===== config.mk =====
export PLATFORM = sky130hd
export DESIGN_NAME = regfile_mp
export DESIGN_NICKNAME = d
export VERILOG_FILES = /design/src/rtl/regfile_pkg.sv /design/src/rtl/regfile_merge.sv /design/src/rtl/regfile_mp.sv
export SDC_FILE = /design/constraint.sdc
export NUM_CORES = 2
export LEC_CHECK = 0
export ABC_AREA = 1
export CAP_MARGIN = 20
export CORE_MARGIN = 5
export CORE_UTILIZATION = 40
export CTS_BUF_LIST = sky130_fd_sc_hd__clkbuf_4 sky130_fd_sc_hd__clkbuf_8 sky130_fd_sc_hd__clkbuf_16
export DETAILED_ROUTE_END_ITERATION = 10
export GPL_TIMING_DRIVEN = 1
export PLACE_DENSITY_LB_ADDON = 0.08
export SKIP_CTS_REPAIR_TIMING = 1
export SYNTH_ARGS = -nofsm -noshare
export SYNTH_HDL_FRONTEND = slang
export SYNTH_SLANG_ARGS = --single-unit

===== constraint.sdc =====
create_clock -name clk -period 11.1 [get_ports clk]
set_input_delay 2.22 -clock clk [delete_from_list [all_inputs] [get_ports clk]]
set_output_delay 2.22 -clock clk [all_outputs]
set_load 0.005 [all_outputs]

===== src/rtl/regfile_pkg.sv =====
// Shared types and helpers for the multi-port register file.
package regfile_pkg;

    typedef enum logic [1:0] {W_BYTE, W_HALF, W_WORD, W_DWORD} width_t;

    localparam int BYTE_BITS  = 8;
    localparam int HALF_BITS  = 16;
    localparam int WORD_BITS  = 32;
    localparam int DWORD_BITS = 64;

    // Mask of the destination bits a write of the given width replaces.
    function automatic logic [DWORD_BITS-1:0] width_mask(input width_t w);
        logic [DWORD_BITS-1:0] m;
        m = '1;
        case (w)
            W_BYTE:  m = (64'd1 << BYTE_BITS) - 64'd1;
            W_HALF:  m = (64'd1 << HALF_BITS) - 64'd1;
            W_WORD:  m = (64'd1 << WORD_BITS) - 64'd1;
            W_DWORD: m = '1;
            default: m = '1;
        endcase
        return m;
    endfunction

endpackage


===== src/rtl/regfile_merge.sv =====
// Combinational sub-width merge: low bits from din, upper bits preserved from old.
module regfile_merge
    import regfile_pkg::*;
#(
    parameter int XLEN = 64
) (
    input  logic [XLEN-1:0] old,
    input  width_t          width,
    input  logic [XLEN-1:0] din,
    output logic [XLEN-1:0] merged
);

    logic [DWORD_BITS-1:0] w_mask64;
    logic [XLEN-1:0]       w_mask;

    // With XLEN=32 the truncated word and dword masks are both all-ones.
    assign w_mask64 = width_mask(width);
    assign w_mask   = w_mask64[XLEN-1:0];
    assign merged   = (old & ~w_mask) | (din & w_mask);

endmodule


===== src/rtl/regfile_mp.sv =====
// Parametrised multi-read-port register file with busy scoreboard.
// Optional same-cycle write-to-read bypass is enabled by defining REGFILE_BYPASS_EN.
module regfile_mp
    import regfile_pkg::*;
#(
    parameter int XLEN     = 64,
    parameter int NREGS    = 16,
    parameter int NRD      = 2,
    parameter int ZERO_REG = 0,
    localparam int AW      = $clog2(NREGS)
) (
    input  logic                clk,
    input  logic                reset,
    input  logic                wr,
    input  logic [AW-1:0]       wrsel,
    input  logic [1:0]          width,
    input  logic [XLEN-1:0]     din,
    input  logic                claim,
    input  logic [AW-1:0]       claimsel,
    input  logic [NRD*AW-1:0]   rdsel,
    output logic [NRD*XLEN-1:0] rdout,
    output logic [NRD-1:0]      rdbusy,
    output logic [NREGS-1:0]    busy_vec
);

    logic [XLEN-1:0]  r_regs [NREGS];
    logic [NREGS-1:0] r_busy;

    logic             w_wr_en;
    logic             w_claim_en;
    logic [XLEN-1:0]  w_merged;
    logic [NREGS-1:0] w_busy_next;

    // r0 writes and claims are dropped entirely when it is hardwired to zero.
    assign w_wr_en    = wr    && !((ZERO_REG != 0) && (wrsel    == '0));
    assign w_claim_en = claim && !((ZERO_REG != 0) && (claimsel == '0));

    regfile_merge #(.XLEN(XLEN)) u_merge (
        .old    (r_regs[wrsel]),
        .width  (width_t'(width)),
        .din    (din),
        .merged (w_merged)
    );

    // Claim is applied after the write clear so a same-cycle new producer wins.
    always_comb begin
        w_busy_next = r_busy;
        if (w_wr_en)    w_busy_next[wrsel]    = 1'b0;
        if (w_claim_en) w_busy_next[claimsel] = 1'b1;
    end

    always_ff @(posedge clk) begin
        if (reset) begin
            for (int k = 0; k < NREGS; k++) r_regs[k] <= '0;
            r_busy <= '0;
        end else begin
            if (w_wr_en) r_regs[wrsel] <= w_merged;
            r_busy <= w_busy_next;
        end
    end

    assign busy_vec = r_busy;

    always_comb begin
        logic [AW-1:0] w_sel;
        w_sel  = '0;
        rdout  = '0;
        rdbusy = '0;
        for (int i = 0; i < NRD; i++) begin
            w_sel = rdsel[i*AW +: AW];
            if ((ZERO_REG != 0) && (w_sel == '0)) begin
                rdout[i*XLEN +: XLEN] = '0;
                rdbusy[i]             = 1'b0;
            end else begin
                rdout[i*XLEN +: XLEN] = r_regs[w_sel];
                rdbusy[i]             = r_busy[w_sel];
            end
`ifdef REGFILE_BYPASS_EN
            if (w_wr_en && (w_sel == wrsel)) begin
                rdout[i*XLEN +: XLEN] = w_merged;
                rdbusy[i]             = w_claim_en && (claimsel == wrsel);
            end
`endif
        end
    end

endmodule


# ---- After elaboration in Yosys (flattened, before gate mapping)
# Memory sizes are Yosys's and may differ from the RTL's.
# Index checks and enable logic that the tools add are counted.
dict set report word_totals {
  wordCells 41
  register_bits 16
  out_inout_bits 146
  ramBits 1024
  n_memories 1
  in_bits 86
}
# name depth word_bits rd rd_ports_with_merged_regs wr line
set mem_list {}
lappend mem_list {r_regs 16 64 3 0 16 regfile_mp.sv:26} ;# logic [XLEN-1:0] r_regs [NREGS];
dict set report op_classes {
  order_cmp 6
  reduce_logical 4
  eq_ne 3
  mux 19
  bitwise_logic 7
}
# operator n
set op_table {}
lappend op_table {{case mux 64 bit (4 select lines)} 1}
lappend op_table {{bitwise AND 64 bit} 2}
lappend op_table {{2-to-1 mux 64 bit} 1}
lappend op_table {{inverter 64 bit} 1}
lappend op_table {{OR 64 bit} 1}
lappend op_table {{OR reduction 64 bit} 1}
lappend op_table {{2-to-1 mux 16 bit} 2}
lappend op_table {{less-than comparator 4 x 5 -> 1 bit (second input constant)} 4}
lappend op_table {{bitwise AND 16 bit} 1}
lappend op_table {{inverter 16 bit} 1}
lappend op_table {{OR 16 bit} 1}
lappend op_table {{2-to-1 mux 1 bit} 10}
lappend op_table {{binary-select mux 1 bit (select 4 bit)} 2}
lappend op_table {{demux 1 bit (select 4 bit)} 2}
lappend op_table {{>= comparator 4 x 1 -> 1 bit (second input constant)} 2}
lappend op_table {{equality test 2 bit (second input constant)} 2}
lappend op_table {{2-to-1 mux 4 bit} 1}
lappend op_table {{equality test 2 x 1 -> 1 bit (second input constant)} 1}
lappend op_table {{logical AND 1 bit} 2}
lappend op_table {{zero test 2 bit} 1}

# ---- Logic depth before layout (Yosys ltp)
dict set report logic_depth {
  word_depth 9
  mapped_depth 13
}

# ---- Hierarchy
# A second synthesis with hierarchy kept.
dict set report unflattened {
  cells_unflattened 11164
  hier_area_um2 72261.8
}
# module area_per_inst_um2 instances cells_each seq_area_each_um2
set modules_own_cells {}
lappend modules_own_cells {regfile_mp 71345.9 1 10970 31069.8}
lappend modules_own_cells {regfile_merge 915.9 1 194 0.0}

# ---- Least setup slack after synthesis
# No wires, ideal clock.
dict set report synth_path {
  path_type {input to output}
  start {input port rdsel[4]}
  end {output port rdout[100]}
  path_buffers 4
  path_stages 8
  t_required_ps 8880
  arrival_time_ps 3368
  slack_ps 5512
  cell_sequence {buf_2 -> buf_2 -> clkbuf_1 -> clkbuf_1 -> o211ai_1 -> nand3_1 -> nand3_1 -> nand2_1}
}
dict set report synth_via {
  elab_chain_cells 1
}
# element line
set synth_lines {}
lappend synth_lines {{from (decl)} regfile_mp.sv:20} ;# input logic [NRD*AW-1:0] rdsel,
lappend synth_lines {{memory (16 x 64 bit)} n/a}
lappend synth_lines {{to (decl)} regfile_mp.sv:21} ;# output logic [NRD*XLEN-1:0] rdout,
# No other way between the ends.

# ---- Worst setup path in the final report
dict set report layout_path {
  start {input port rdsel[6]}
  end {output port rdout[127]}
}
# The elaborated chain is that of the path after synthesis.

==> out/results.md <==
| Group | Result | Reported |
| --- | --- | --- |
| hold path | Hold WC Path Type | flop to flop |
| die | Die extent in y | 418 um |
| global routing | Total routing usage reported by global routing | 31.5% |
| pwr | Power per unit of standard cell area | 147 mW/mm^2 |
| critical path | Worst-case register-to-register setup slack | 9.23 ns |
| placement | Placed Cells | 10600 |
| synth | Distinct cells, synth | 25 |
| pwr | Max IR drop VDD | 0.000163 V |
| synth | Syn. warnings | 0 |
| final layout | Share of cells above drive strength 1 | 4.94% |
| global routing | Number of global-route vias before repair | 60200 |
| critical path | Worst endpoint data arrival time | 5.52 ns |
| critical path | Critical path's largest stage delay | 0.77 ns |
| synth | Sequential fraction of the synthesis area | 46.6% |
| clocking | Clock Latency Late Sink | 0.80 ns |
| final layout | Total number of nets in the final design | 8608 |
| critical path | Cell-by-cell trace of the critical path | clkbuf_8, buf_4, buf_4, nand3_1, nand3_1, nand2_1, clkdlybuf4s50_1 |
| pwr | Overall power | 10.8 mW |
| critical path | Type of element launching the critical path | input port |
| synth | Cells after synthesis | 8857 |
| global routing | Wire length of the first global-routing pass | 409 mm |
| critical path | Crit-path max FO | 61 |
| clocking | CTS tree | built |
| critical path | Crit path buffers/inverters | 4 |
| synth | Synth Register Bits | 1040 |
| critical path | Category of the critical setup timing path | input port to output pin |
| route | DRC violations left | 0 |
| critical path | Critical Path Slowest Stage Cell | sky130_fd_sc_hd__buf_4 |
| run | Max-capacitance violation count | 0 |
| final layout | Filler Cell Count | 16500 |
| synth | Most instantiated cells after synthesis | 2693 x sky130_fd_sc_hd__nand2_1, 1107 x sky130_fd_sc_hd__nor2_1, 1024 x sky130_fd_sc_hd__edfxtp_1, 936 x sky130_fd_sc_hd__nand3_1, 562 x sky130_fd_sc_hd__inv_1 |
| synth | Leading area contributor after synthesis | sky130_fd_sc_hd__edfxtp_1 |
| clocking | Number of sinks handled by clock tree synthesis | 1040 |
| timing | Highest Clock Rate | 129 MHz |
| route | Final ANT Viol Nets | 0 |
| timing | Remaining max-slew budget at the tightest pin | 13.3% |
| clocking | Clock slew seen by the registers of the worst setup and hold paths | 0.06 ns |
| route | Wire length per cell | 26.4 um |
| placement | RD Place Congestion | 0.834 |
| global routing | Overflow left after global routing | 0 |
| synth | Synth async-reset ratio | 0% |
| synth | Average footprint of a synthesized cell | 7.52 sq um |
| timing | Final worst clock skew | 0.0255 ns |
| final layout | Count of non-filler cells in the finished layout | 10800 |
| synth | Top post-synthesis cells by area | sky130_fd_sc_hd__edfxtp_1 46%, sky130_fd_sc_hd__nand2_1 15%, sky130_fd_sc_hd__nand3_1 7.0% |
| final layout | Synth-to-Final Area Change | 10.2% |
| clocking | Cts bufs inserted | 138 |
| route | Routed vias/inst | 5.92 |
| clocking | Root buffer cell | sky130_fd_sc_hd__clkbuf_16 |
| clocking | Maximum level of the CTS H-tree | 4 |
| route | First-pass iteration count of the detailed router | 8 |
| die | Core region area | 0.165 sq mm |
| route | Violation count after the first detailed-route iteration | 8007 |
| timing | Count of final hold-check violations | 0 |
| synth | Post-synth top area share | 46.1% |
| die | Floorplan die area | 0.175 sq mm |
| timing | RSZ-0062 raised after global routing | false |
| synth | Most instantiated flip-flop cell in the synthesis netlist | sky130_fd_sc_hd__edfxtp_1 |
| global routing | Maximum number of pins on one net before global-route repair | 232 |
| critical path | Required time reported for the critical path endpoint | 8.88 ns |
| die | Boundary pin count | 232 |
| die | Number of placement rows | 149 |
| timing | Final setup violation count | 0 |
| critical path | CP top delay family | buffers and inverters |
| timing | Worst-Margin Slew | 1.30 ns |
| status | Result of the run | finished clean |
| critical path | Crit end category | output pin |
| clocking | Maximum buffer depth of the clock tree | 3 |
| global routing | Antenna violations before repair | 8 |
| die | Starting density of the core | 40.3% |
| synth | Combined area of all synthesized cells | 0.0666 sq mm |
| route | Overall routed net length | 285 mm |
| pwr | Lkg Pwr | 29.8 nW |
| timing | Final worst path period need | 7.74 ns |
| placement | Half-perimeter wire length after detailed placement | 143 mm |
| synth | Dominant cell by count in the synthesized netlist | sky130_fd_sc_hd__nand2_1 |
| synth | Number of synthesized flops with an enable pin | 1024 |
| synth | Syn nets | 8943 |
| placement | IO Port Bufs | 231 |
| timing | Final number of max-transition violations | 0 |
| timing | Final cycle utilization of the critical path | 69.7% |
| timing | Setup Total Neg Slack | 0 ns |
| route | Routed via count | 64000 |
| die | Die span in x | 418 um |
placed cells by master (no fill, tap or decap), types with 3 or more instances in the layout:
| master | count |
|---|---|
| sky130_fd_sc_hd__nand2_4 | 20 |
| sky130_fd_sc_hd__clkinvlp_4 | 3 |
| sky130_fd_sc_hd__buf_4 | 82 |
| sky130_fd_sc_hd__nor3_1 | 14 |
| sky130_fd_sc_hd__clkinv_1 | 29 |
| sky130_fd_sc_hd__o21ai_0 | 559 |
| sky130_fd_sc_hd__edfxtp_1 | 1024 |
| sky130_fd_sc_hd__nand3_1 | 936 |
| sky130_fd_sc_hd__inv_1 | 542 |
| sky130_fd_sc_hd__clkdlybuf4s50_1 | 221 |
| sky130_fd_sc_hd__a21oi_1 | 552 |
| sky130_fd_sc_hd__nor2_1 | 1105 |
| sky130_fd_sc_hd__o21bai_4 | 55 |
| sky130_fd_sc_hd__nand2_1 | 2674 |
| sky130_fd_sc_hd__buf_12 | 12 |
| sky130_fd_sc_hd__bufinv_16 | 6 |
| sky130_fd_sc_hd__clkbuf_16 | 146 |
| sky130_fd_sc_hd__inv_6 | 4 |
| sky130_fd_sc_hd__inv_8 | 3 |
| sky130_fd_sc_hd__diode_2 | 5 |
| sky130_fd_sc_hd__clkbuf_4 | 39 |
| sky130_fd_sc_hd__o211ai_1 | 520 |
| sky130_fd_sc_hd__buf_8 | 6 |
| sky130_fd_sc_hd__inv_4 | 19 |
| sky130_fd_sc_hd__o22ai_1 | 7 |
| sky130_fd_sc_hd__clkinv_2 | 14 |
| sky130_fd_sc_hd__dfxtp_1 | 16 |
where the power goes:
part	internal (mW)	switching, mW
Sequential	4.48	0.0931
Clock	2.63	1.82
Combinational	0.495	1.25
Total	7.61	3.16
worst register-to-register path, stage by stage, from the launching register on:
cell	delay [ns]
sky130_fd_sc_hd__edfxtp_1	0.40
sky130_fd_sc_hd__nand2_1	0.08
sky130_fd_sc_hd__nand2_1	0.06
sky130_fd_sc_hd__nand2_1	0.05
sky130_fd_sc_hd__nand2_1	0.06
sky130_fd_sc_hd__nand2_1	0.10
sky130_fd_sc_hd__nand3_1	0.25
sky130_fd_sc_hd__o21bai_4	0.48
sky130_fd_sc_hd__nor2_1	0.10
layout make-up:
type	count	area, sq um	share of cell area (%)
inverter	567	2210	3.02
timing repair buffer	324	3210	4.37
tap	2189	2740	3.73
clock inverter	59	462	0.629
multi-input combinational	6451	29800	40.5
antenna	5	12.5	0.0170
clock buffer	186	3960	5.39
sequential	1040	31100	42.3
logic make-up after synthesis:
kind of cell	Yosys count	synth area share (%)
compound gates	1696	15.9
buf+inv	1366	8.91
flops	1040	46.6
simple gates	4755	28.6
state kept, by name, summed over array words and instances (netlist names):
signal,flops
busy_vec,16
r_regs,1024
per-stage QoR:
| step | utilization [%] | hold slack, ns | cell area [sq um] | worst slack [ns] |
|---|---|---|---|---|
| final | 44.4 | 0.526 | 73500 | 3.36 |
| after CTS | 44.4 | 0.525 | 73400 | 3.45 |
| after global placement | 41.7 | 0.517 | 69000 | 3.47 |
| after detailed placement | 41.7 | 0.515 | 69000 | 3.47 |
| after global routing | 44.4 | 0.549 | 73400 | 3.37 |
| after floorplan | - | 0.491 | 66600 | 5.51 |
routing by layer:
layer,wire (um),track usage (%),vias to the layer above
li1,-,-,29000
met1,112000,40.6,30600
met2,132000,52.1,3596
met3,26000,4.61,760
met4,15300,15.2,2
met5,11,0,-
final timing paths:
path | start | endpoint | depth (start not counted)
worst max-delay path | rdsel[6] | rdout[127] | 7
worst min-delay path | busy_vec[12] | busy_vec[12] | 2
worst max register to register | r_regs[12][41] | r_regs[3][41] | 8
worst min register to register | busy_vec[12] | busy_vec[12] | 2
Note: power is estimated with default switching activity, not from simulation.
